### src/rtl/sbq_sensor_conditioner.sv
// sbq_sensor_conditioner
// Front end of the bank-queue people counter. It brings the raw active-low
// entry and exit photo-sensors into the clock domain, debounces them and
// exposes clean active-low levels. It also produces single-cycle
// arrival/departure pulses. When entry and exit are accepted in the same
// cycle, the departure is held back one cycle so that no event is lost.
module sbq_sensor_conditioner #(
   parameter int DB_CNT = 4,   // consecutive samples needed to accept a level (2..15)
   parameter int CNT_W  = 4,   // debounce counter width, 2**CNT_W > DB_CNT
   parameter int GL_W   = 8    // saturating glitch counter width
) (
   input  logic            i_clk,
   input  logic            i_rst,
   input  logic            i_sens_front,
   input  logic            i_sens_back,
   output logic            o_clean_front,
   output logic            o_clean_back,
   output logic            o_arrive_pulse,
   output logic            o_depart_pulse,
   output logic [GL_W-1:0] o_glitch_count
);

   // Last counter value before a new level is accepted.
   localparam logic [CNT_W-1:0] LP_CNT_LAST = CNT_W'(DB_CNT - 1);
   localparam logic [CNT_W-1:0] LP_CNT_ZERO = {CNT_W{1'b0}};
   // Saturation ceiling, kept one bit wider so a +2 step cannot wrap.
   localparam logic [GL_W:0]    LP_GL_MAX   = {1'b0, {GL_W{1'b1}}};

   // ------------------------------------------------------------------
   // State
   // ------------------------------------------------------------------
   logic             r_sync1_f;
   logic             r_sync2_f;
   logic             r_sync1_b;
   logic             r_sync2_b;
   logic [CNT_W-1:0] r_cnt_f;
   logic [CNT_W-1:0] r_cnt_b;
   logic             r_clean_f;
   logic             r_clean_b;
   logic             r_clean_dly_f;
   logic             r_clean_dly_b;
   logic             r_pending;
   logic             r_arrive;
   logic             r_depart;
   logic [GL_W-1:0]  r_glitch;

   // ------------------------------------------------------------------
   // Next-state wires
   // ------------------------------------------------------------------
   logic [CNT_W-1:0] w_cnt_f_nxt;
   logic [CNT_W-1:0] w_cnt_b_nxt;
   logic             w_clean_f_nxt;
   logic             w_clean_b_nxt;
   logic             w_glitch_f;
   logic             w_glitch_b;
   logic [1:0]       w_glitch_inc;
   logic [GL_W:0]    w_glitch_sum;
   logic [GL_W-1:0]  w_glitch_nxt;
   logic             w_fe_f;
   logic             w_fe_b;
   logic             w_arrive_nxt;
   logic             w_depart_nxt;
   logic             w_pending_nxt;

   // Two-flop synchronisers; idle (released) level is 1.
   always_ff @(posedge i_clk) begin
      if (i_rst) begin
         r_sync1_f <= 1'b1;
         r_sync2_f <= 1'b1;
         r_sync1_b <= 1'b1;
         r_sync2_b <= 1'b1;
      end else begin
         r_sync1_f <= i_sens_front;
         r_sync2_f <= r_sync1_f;
         r_sync1_b <= i_sens_back;
         r_sync2_b <= r_sync1_b;
      end
   end

   // Entry-channel debounce: count mismatching samples, accept on the last one.
   always_comb begin
      w_cnt_f_nxt   = r_cnt_f;
      w_clean_f_nxt = r_clean_f;
      if (r_sync2_f == r_clean_f) begin
         w_cnt_f_nxt = LP_CNT_ZERO;
      end else if (r_cnt_f == LP_CNT_LAST) begin
         w_cnt_f_nxt   = LP_CNT_ZERO;
         w_clean_f_nxt = r_sync2_f;
      end else begin
         w_cnt_f_nxt = r_cnt_f + {{(CNT_W-1){1'b0}}, 1'b1};
      end
   end

   // Exit-channel debounce: same qualification rule as the entry channel.
   always_comb begin
      w_cnt_b_nxt   = r_cnt_b;
      w_clean_b_nxt = r_clean_b;
      if (r_sync2_b == r_clean_b) begin
         w_cnt_b_nxt = LP_CNT_ZERO;
      end else if (r_cnt_b == LP_CNT_LAST) begin
         w_cnt_b_nxt   = LP_CNT_ZERO;
         w_clean_b_nxt = r_sync2_b;
      end else begin
         w_cnt_b_nxt = r_cnt_b + {{(CNT_W-1){1'b0}}, 1'b1};
      end
   end

   // Debounce counters and accepted clean levels.
   always_ff @(posedge i_clk) begin
      if (i_rst) begin
         r_cnt_f   <= LP_CNT_ZERO;
         r_cnt_b   <= LP_CNT_ZERO;
         r_clean_f <= 1'b1;
         r_clean_b <= 1'b1;
      end else begin
         r_cnt_f   <= w_cnt_f_nxt;
         r_cnt_b   <= w_cnt_b_nxt;
         r_clean_f <= w_clean_f_nxt;
         r_clean_b <= w_clean_b_nxt;
      end
   end

   // A bounce is a sample that returns to the clean level mid-qualification.
   always_comb begin
      w_glitch_f   = (r_sync2_f == r_clean_f) && (r_cnt_f != LP_CNT_ZERO);
      w_glitch_b   = (r_sync2_b == r_clean_b) && (r_cnt_b != LP_CNT_ZERO);
      w_glitch_inc = {1'b0, w_glitch_f} + {1'b0, w_glitch_b};
      w_glitch_sum = {1'b0, r_glitch} + {{(GL_W-1){1'b0}}, w_glitch_inc};
      if (w_glitch_sum > LP_GL_MAX) begin
         w_glitch_nxt = LP_GL_MAX[GL_W-1:0];
      end else begin
         w_glitch_nxt = w_glitch_sum[GL_W-1:0];
      end
   end

   // Saturating glitch counter shared by both channels.
   always_ff @(posedge i_clk) begin
      if (i_rst) begin
         r_glitch <= {GL_W{1'b0}};
      end else begin
         r_glitch <= w_glitch_nxt;
      end
   end

   // Delayed copies of the clean levels for falling-edge detection.
   always_ff @(posedge i_clk) begin
      if (i_rst) begin
         r_clean_dly_f <= 1'b1;
         r_clean_dly_b <= 1'b1;
      end else begin
         r_clean_dly_f <= r_clean_f;
         r_clean_dly_b <= r_clean_b;
      end
   end

   // Arbitration: arrivals take priority, and a colliding departure waits in
   // the pending bit. A fresh exit edge that coincides with draining the
   // pending departure is re-parked rather than dropped.
   always_comb begin
      w_fe_f        = r_clean_dly_f & ~r_clean_f;
      w_fe_b        = r_clean_dly_b & ~r_clean_b;
      w_arrive_nxt  = 1'b0;
      w_depart_nxt  = 1'b0;
      w_pending_nxt = r_pending;
      if (w_fe_f) begin
         w_arrive_nxt  = 1'b1;
         w_pending_nxt = r_pending | w_fe_b;
      end else if (r_pending) begin
         w_depart_nxt  = 1'b1;
         w_pending_nxt = w_fe_b;
      end else if (w_fe_b) begin
         w_depart_nxt  = 1'b1;
         w_pending_nxt = 1'b0;
      end else begin
         w_pending_nxt = 1'b0;
      end
   end

   // Registered event pulses and the deferred-departure flag.
   always_ff @(posedge i_clk) begin
      if (i_rst) begin
         r_arrive  <= 1'b0;
         r_depart  <= 1'b0;
         r_pending <= 1'b0;
      end else begin
         r_arrive  <= w_arrive_nxt;
         r_depart  <= w_depart_nxt;
         r_pending <= w_pending_nxt;
      end
   end

   assign o_clean_front  = r_clean_f;
   assign o_clean_back   = r_clean_b;
   assign o_arrive_pulse = r_arrive;
   assign o_depart_pulse = r_depart;
   assign o_glitch_count = r_glitch;

endmodule
### config.mk
export PLATFORM = sky130hd
export DESIGN_NAME = sbq_sensor_conditioner
export DESIGN_NICKNAME = d
export VERILOG_FILES = /design/src/rtl/sbq_sensor_conditioner.sv
export SDC_FILE = /design/constraint.sdc
export NUM_CORES = 1
export LEC_CHECK = 0
export ABC_AREA = 0
export CAP_MARGIN = 0
export CORE_UTILIZATION = 30
export CTS_BUF_LIST = sky130_fd_sc_hd__clkbuf_16
export CTS_CLUSTER_SIZE = 16
export DETAILED_ROUTE_END_ITERATION = 16
export SLEW_MARGIN = 10
export SYNTH_ARGS = -nofsm -noshare
export SYNTH_HDL_FRONTEND = slang
export SYNTH_SLANG_ARGS = --single-unit
### constraint.sdc
create_clock -name i_clk -period 2.52 [get_ports i_clk]
set_input_delay 0.252 -clock i_clk [delete_from_list [all_inputs] [get_ports i_clk]]
set_output_delay 0.252 -clock i_clk [all_outputs]
set_load 0.02 [all_outputs]
### Word level (Yosys, flattened, before mapping)

Index checks and enable logic that the tools add are counted.

| word-level totals | value |
|---|---|
| register bits after elaboration | 27 |
| input port bits | 4 |
| output and inout bits | 12 |
| logic and storage cells | 45 |

| operators by class | value |
|---|---|
| add/sub/neg operators | 4 |
| magnitude comparators | 1 |
| equal/unequal tests | 4 |
| muxes and demuxes | 6 |
| bitwise gates (word level) | 7 |
| reductions and logical operators | 9 |

Operators with widths:

| operator | number |
|---|---|
| adder 8 x 2 -> 9 bit | 1 |
| > comparator 9 x 8 -> 1 bit, second input constant | 1 |
| adder 4 x 1 -> 4 bit, second input constant | 2 |
| == test 4 x 2 -> 1 bit, second input constant | 2 |
| 2-to-1 mux 8 bit | 1 |
| nonzero test 4 bit | 2 |
| OR reduction 3 bit | 2 |
| 2-to-1 mux 1 bit | 5 |
| NOT 1 bit | 4 |
| AND reduction 2 bit | 2 |
| adder 1 x 1 -> 2 bit | 1 |
| AND 1 bit | 2 |
| == test 1 bit | 2 |
| logical AND 1 bit | 2 |
| OR reduction 2 bit | 1 |
| OR 1 bit | 1 |

### Depth between registers and ports, before layout

| depth | value |
|---|---|
| depth in word-level cells | 6 |
| depth in mapped cells | 9 |
| gate-level depth less buffers | 8 |

### Worst setup path before layout

OpenSTA, ideal clock, no wires.

| path | value |
|---|---|
| kind | reg2reg |
| from | reg r_clean_f (netlist: o_clean_front) |
| to | reg r_glitch[7] (netlist: o_glitch_count[7]) |
| library setup time | 0.126 ns |
| arrival time | 2.025 ns |
| required time | 2.394 ns |
| slack | 0.369 ns |
| stages on the path, launching flop included | 9 |
| buffers on the path | 1 |
| period minus slack after synthesis | 2.151 ns |
| cells stage by stage | dfxtp_1 > xnor2_1 > a21boi_0 > fa_1 > ha_1 > and4_1 > buf_4 > nor4b_1 > nor3b_1 |

| between the ends | value |
|---|---|
| word-level cells in the longest chain between the ends | 6 |

Ends and longest elaborated chain:

| item | line | text |
|---|---|---|
| start, declared | 38 | `logic r_clean_f;` |
| start signal, assigned | 118 | `r_clean_f <= w_clean_f_nxt;` |
| == test 1 bit (*) | 125 | `w_glitch_f = (r_sync2_f == r_clean_f) && (r_cnt_f != LP_CNT_ZERO);` |
| logical AND 1 bit (*) | 125 |  |
| adder 1 x 1 -> 2 bit (*) | 127 | `w_glitch_inc = {1'b0, w_glitch_f} + {1'b0, w_glitch_b};` |
| adder 8 x 2 -> 9 bit (*) | 128 | `w_glitch_sum = {1'b0, r_glitch} + {{(GL_W-1){1'b0}}, w_glitch_inc};` |
| > comparator 9 x 8 -> 1 bit | 129 | `if (w_glitch_sum > LP_GL_MAX) begin` |
| 2-to-1 mux 8 bit (*) | 129 |  |
| end signal, assigned | 139 | `r_glitch <= {GL_W{1'b0}};` |
| end signal, assigned | 141 | `r_glitch <= w_glitch_nxt;` |
| end, declared | 45 | `logic [GL_W-1:0] r_glitch;` |

Every way passes the cells marked *; elsewhere a longest branch is shown, timed or not.
A chain may end at the register's enable or synchronous reset.

### Worst setup path after layout

| path | value |
|---|---|
| from | reg r_cnt_f[0] |
| to | reg r_glitch[6] (netlist: o_glitch_count[6]) |

| between the ends | value |
|---|---|
| word-level cells in the longest chain between the ends | 6 |

Ends and longest elaborated chain:

| item | line | text |
|---|---|---|
| start, declared | 36 | `logic [CNT_W-1:0] r_cnt_f;` |
| start signal, assigned | 116 | `r_cnt_f <= w_cnt_f_nxt;` |
| nonzero test 4 bit (*) | 125 |  |
| logical AND 1 bit (*) | 125 |  |
| adder 1 x 1 -> 2 bit (*) | 127 |  |
| adder 8 x 2 -> 9 bit (*) | 128 |  |
| > comparator 9 x 8 -> 1 bit | 129 |  |
| 2-to-1 mux 8 bit (*) | 129 |  |

Marked as above.

==> metrics.yaml <==
global_route:
  grt_pass1_wl_um: 3370
  grtUsageTotal_pct: 10.7
  grt_pass1_vias: 768
  antenna_found_initial: 0
  grt_max_degree: 17
  grt_overflow_total: 0
logic_synthesis:
  yosysMostFrequentCell: "dfxtp_1"
  synth_cell_type_count: 32
  synth_ff_type: "dfxtp_1"
  muxShareOfSynthArea_pct: 0
  synth_xor_xnor_area_share_pct: 5.59
  syn_inst: 113
  synthAdderAreaFrac_pct: 7.53
  synth-seq-cells: 27
  yosysTopAreaCell: "dfxtp_1"
  synth_nets: 123
  synth.area.top_cells: "dfxtp_1 (49%), ha_1 (5.7%), nor2_1 (5.5%), xnor2_1 (4.0%), or2_2 (3.4%)"
  synth_top_family_by_area: "simple AND/OR/NAND/NOR gates"
  yosysSeqAreaShare_pct: 49.3
  ys_warn_count: 0
  synth.top_cell.area_share_pct: 49.3
  synth_simple_gate_area_share_pct: 22.3
  syn_avg_cell_area_sq_um: 9.71
  synth_compound_area_share_pct: 11.1
  synth_enable_flop_cells: 0
  yosys-top-cells-count: "dfxtp_1 (27), nor2_1 (16), inv_1 (8)"
  syn_area_sq_mm: 0.00110
  synthArstFlopShare_pct: 0
min_path:
  min_path_type: "register to register"
  whs_endpoint: "r_sync2_b"
  hold_path_startpoint: "r_sync1_b"
  min_delay_path_depth: 1
die:
  die_y_um: 62.5
  start_util_pct: 32.1
  rows: 21
  fp.dieArea_sq_mm: 0.00390
  fp.coreArea_sq_mm: 0.00342
  die_x_um: 62.5
  io_pins: 16
timing:
  slew_viol_final: 0
  setup_viol: 0
  relSlewSlack_pct: 73.8
  finalCritPeriodShare_pct: 86.3
  hold_ws_ps: 413
  final.min_clock_period_ps: 2170
  worstMarginPinSlew_ps: 392
  skew_ps: 4.73
  rsz0062_at_grt: "false"
  setup_tns_ps: 0
  layout_setup_ws_ps: 345
  fmax_mhz: 460
  hold_viol: 0
power:
  p_per_area_mw_per_mm2: 597
  power_leakage_nw: 0.510
  ir_drop_mv: 0.360
setup_path:
  startpoint_type: "register"
  r2r_cells: 8
  path_delay_family: "adder cells"
  critPathMaxFanout: 6
  critPathSlowestCell: "dfxtp_1"
  reg2reg_to: "o_glitch_count[6]"
  cpMostUsedCell: "ha_1"
  arrival_ps: 2350
  critical_path.cell_chain: "inv_1, ha_1, a21boi_0, fa_1, ha_1, and4_1, a21oi_2, a311oi_2"
  critPathMaxStageDelay_ps: 380
  rr_startpoint: "r_cnt_f[0]"
  crit_buf_inv: 1
  cp_num_cells: 8
  critPathKind: "register to register"
  rrSetupSlack_ps: 350
  crit_path_end_kind: "register"
  crit_required_ps: 2700
clocking:
  cts_buffers: 3
  h-tree-depth: 1
  cts_resized: 0
  cts_tree: "done"
  clkSinkCount: 27
  cts_setup_buffers: 0
  clk_transition_reported_paths_ps: 70
  clk_latency_ps: 260
  cts_root_buf: "clkbuf_16"
  hold_buffers: 0
  clockBufferDepth: 2
layout:
  largest_reg_flops: 8
  fill_cells: 351
  final-seq-area_sq_um: 541
  num_antenna_cells: 0
  drive_gt1_share_pct: 12.3
  multi_input_area_sq_um: 510
  fin_cells: 176
  finalNetCount: 141
  area_delta_synth_final_pct: 25.7
place:
  dpl.hpwl_um: 1380
  gp_congestion: 0.791
  place_ws_ps: 342
  dp_cells: 172
  io_buffers: 15
detailed_routing:
  post-route-drc-count: 0
  wl_per_cell_um: 10.7
  drt_iter0_markers: 17
  vias_per_cell: 4.61
  drt_pre_antenna_iters: 4
  num_vias: 811
  ant_nets: 0
  wl_um: 1880
run_status:
  status: "complete, no violations"
job:
  timing.max_cap.violations: 0
area by class of cell:
cell class	count	area share [%]
Multi-Input combinational cell	75	37.0
Inverter	8	2.18
Sequential cell	27	39.2
Tap cell	46	4.17
Clock inverter	1	0.544
Clock buffer	3	5.44
Timing Repair Buffer	16	11.4
worst reg2reg max path, cell delays in order (launching register included):
cell and delay, ps:
dfxtp_1 380, inv_1 60, ha_1 190, a21boi_0 260, fa_1 310, ha_1 230
and4_1 340, a21oi_2 100, a311oi_2 220
routing by layer:
metal	share of wire [%]	vias up	global-route usage, %	wire [um]
li1	-	414	-	-
met1	50	387	14.0	946
met2	45	10	16.2	851
met3	4.4	0	3.83	82
met4	0	0	3.49	0
met5	0	-	0	0
through the flow:
step	instance area (sq um)	util (%)	total power, mW
after CTS	1380	40.4	0.835
after detailed placement	1300	37.9	0.473
final	1380	40.4	0.824
after global placement	1300	37.9	0.473
after global routing	1380	40.4	0.860
after floorplan	1100	-	0.461
where the power goes:
group	switching [mW]	internal, mW
clock	0.145	0.215
combinational	0.0131	0.0141
sequential	0.00377	0.432
total	0.162	0.662
cells in the final DEF, fill, tap and decap left out, types with 3 or more instances in the layout:
master	n
a21oi_1	5
clkbuf_16	3
clkdlybuf4s50_1	15
dfxtp_1	27
ha_1	5
inv_1	8
nand2_1	3
nand3_1	3
nor2_1	16
nor2b_1	5
nor3b_1	3
or2_2	6
or3_1	3
xnor2_1	5
how the worst max path moves through the flow:
stage | from | slack, ps | endpoint
final | r_cnt_f[0] | 350 | o_glitch_count[6]
after global routing | r_cnt_b[0] | 130 | o_glitch_count[6]
after CTS | r_cnt_f[0] | 310 | o_glitch_count[6]
after detailed placement | r_cnt_f[0] | 340 | o_glitch_count[6]
after global placement | r_cnt_f[0] | 440 | o_glitch_count[6]
after floorplan | o_clean_front | 370 | o_glitch_count[7]
kinds of logic (layout without fill, tap and decap cells):
| logic type | after synthesis | after routing |
|---|---|---|
| xor gates and xnor gates | 7 | 7 |
| buffers and inverters | 11 | 28 |
| adders and majority gates | 6 | 6 |
| and+or+nand+nor | 45 | 45 |
| AOI/OAI and AO/OA | 17 | 17 |
| DFF | 27 | 27 |
(Power assumes the default switching activity.)
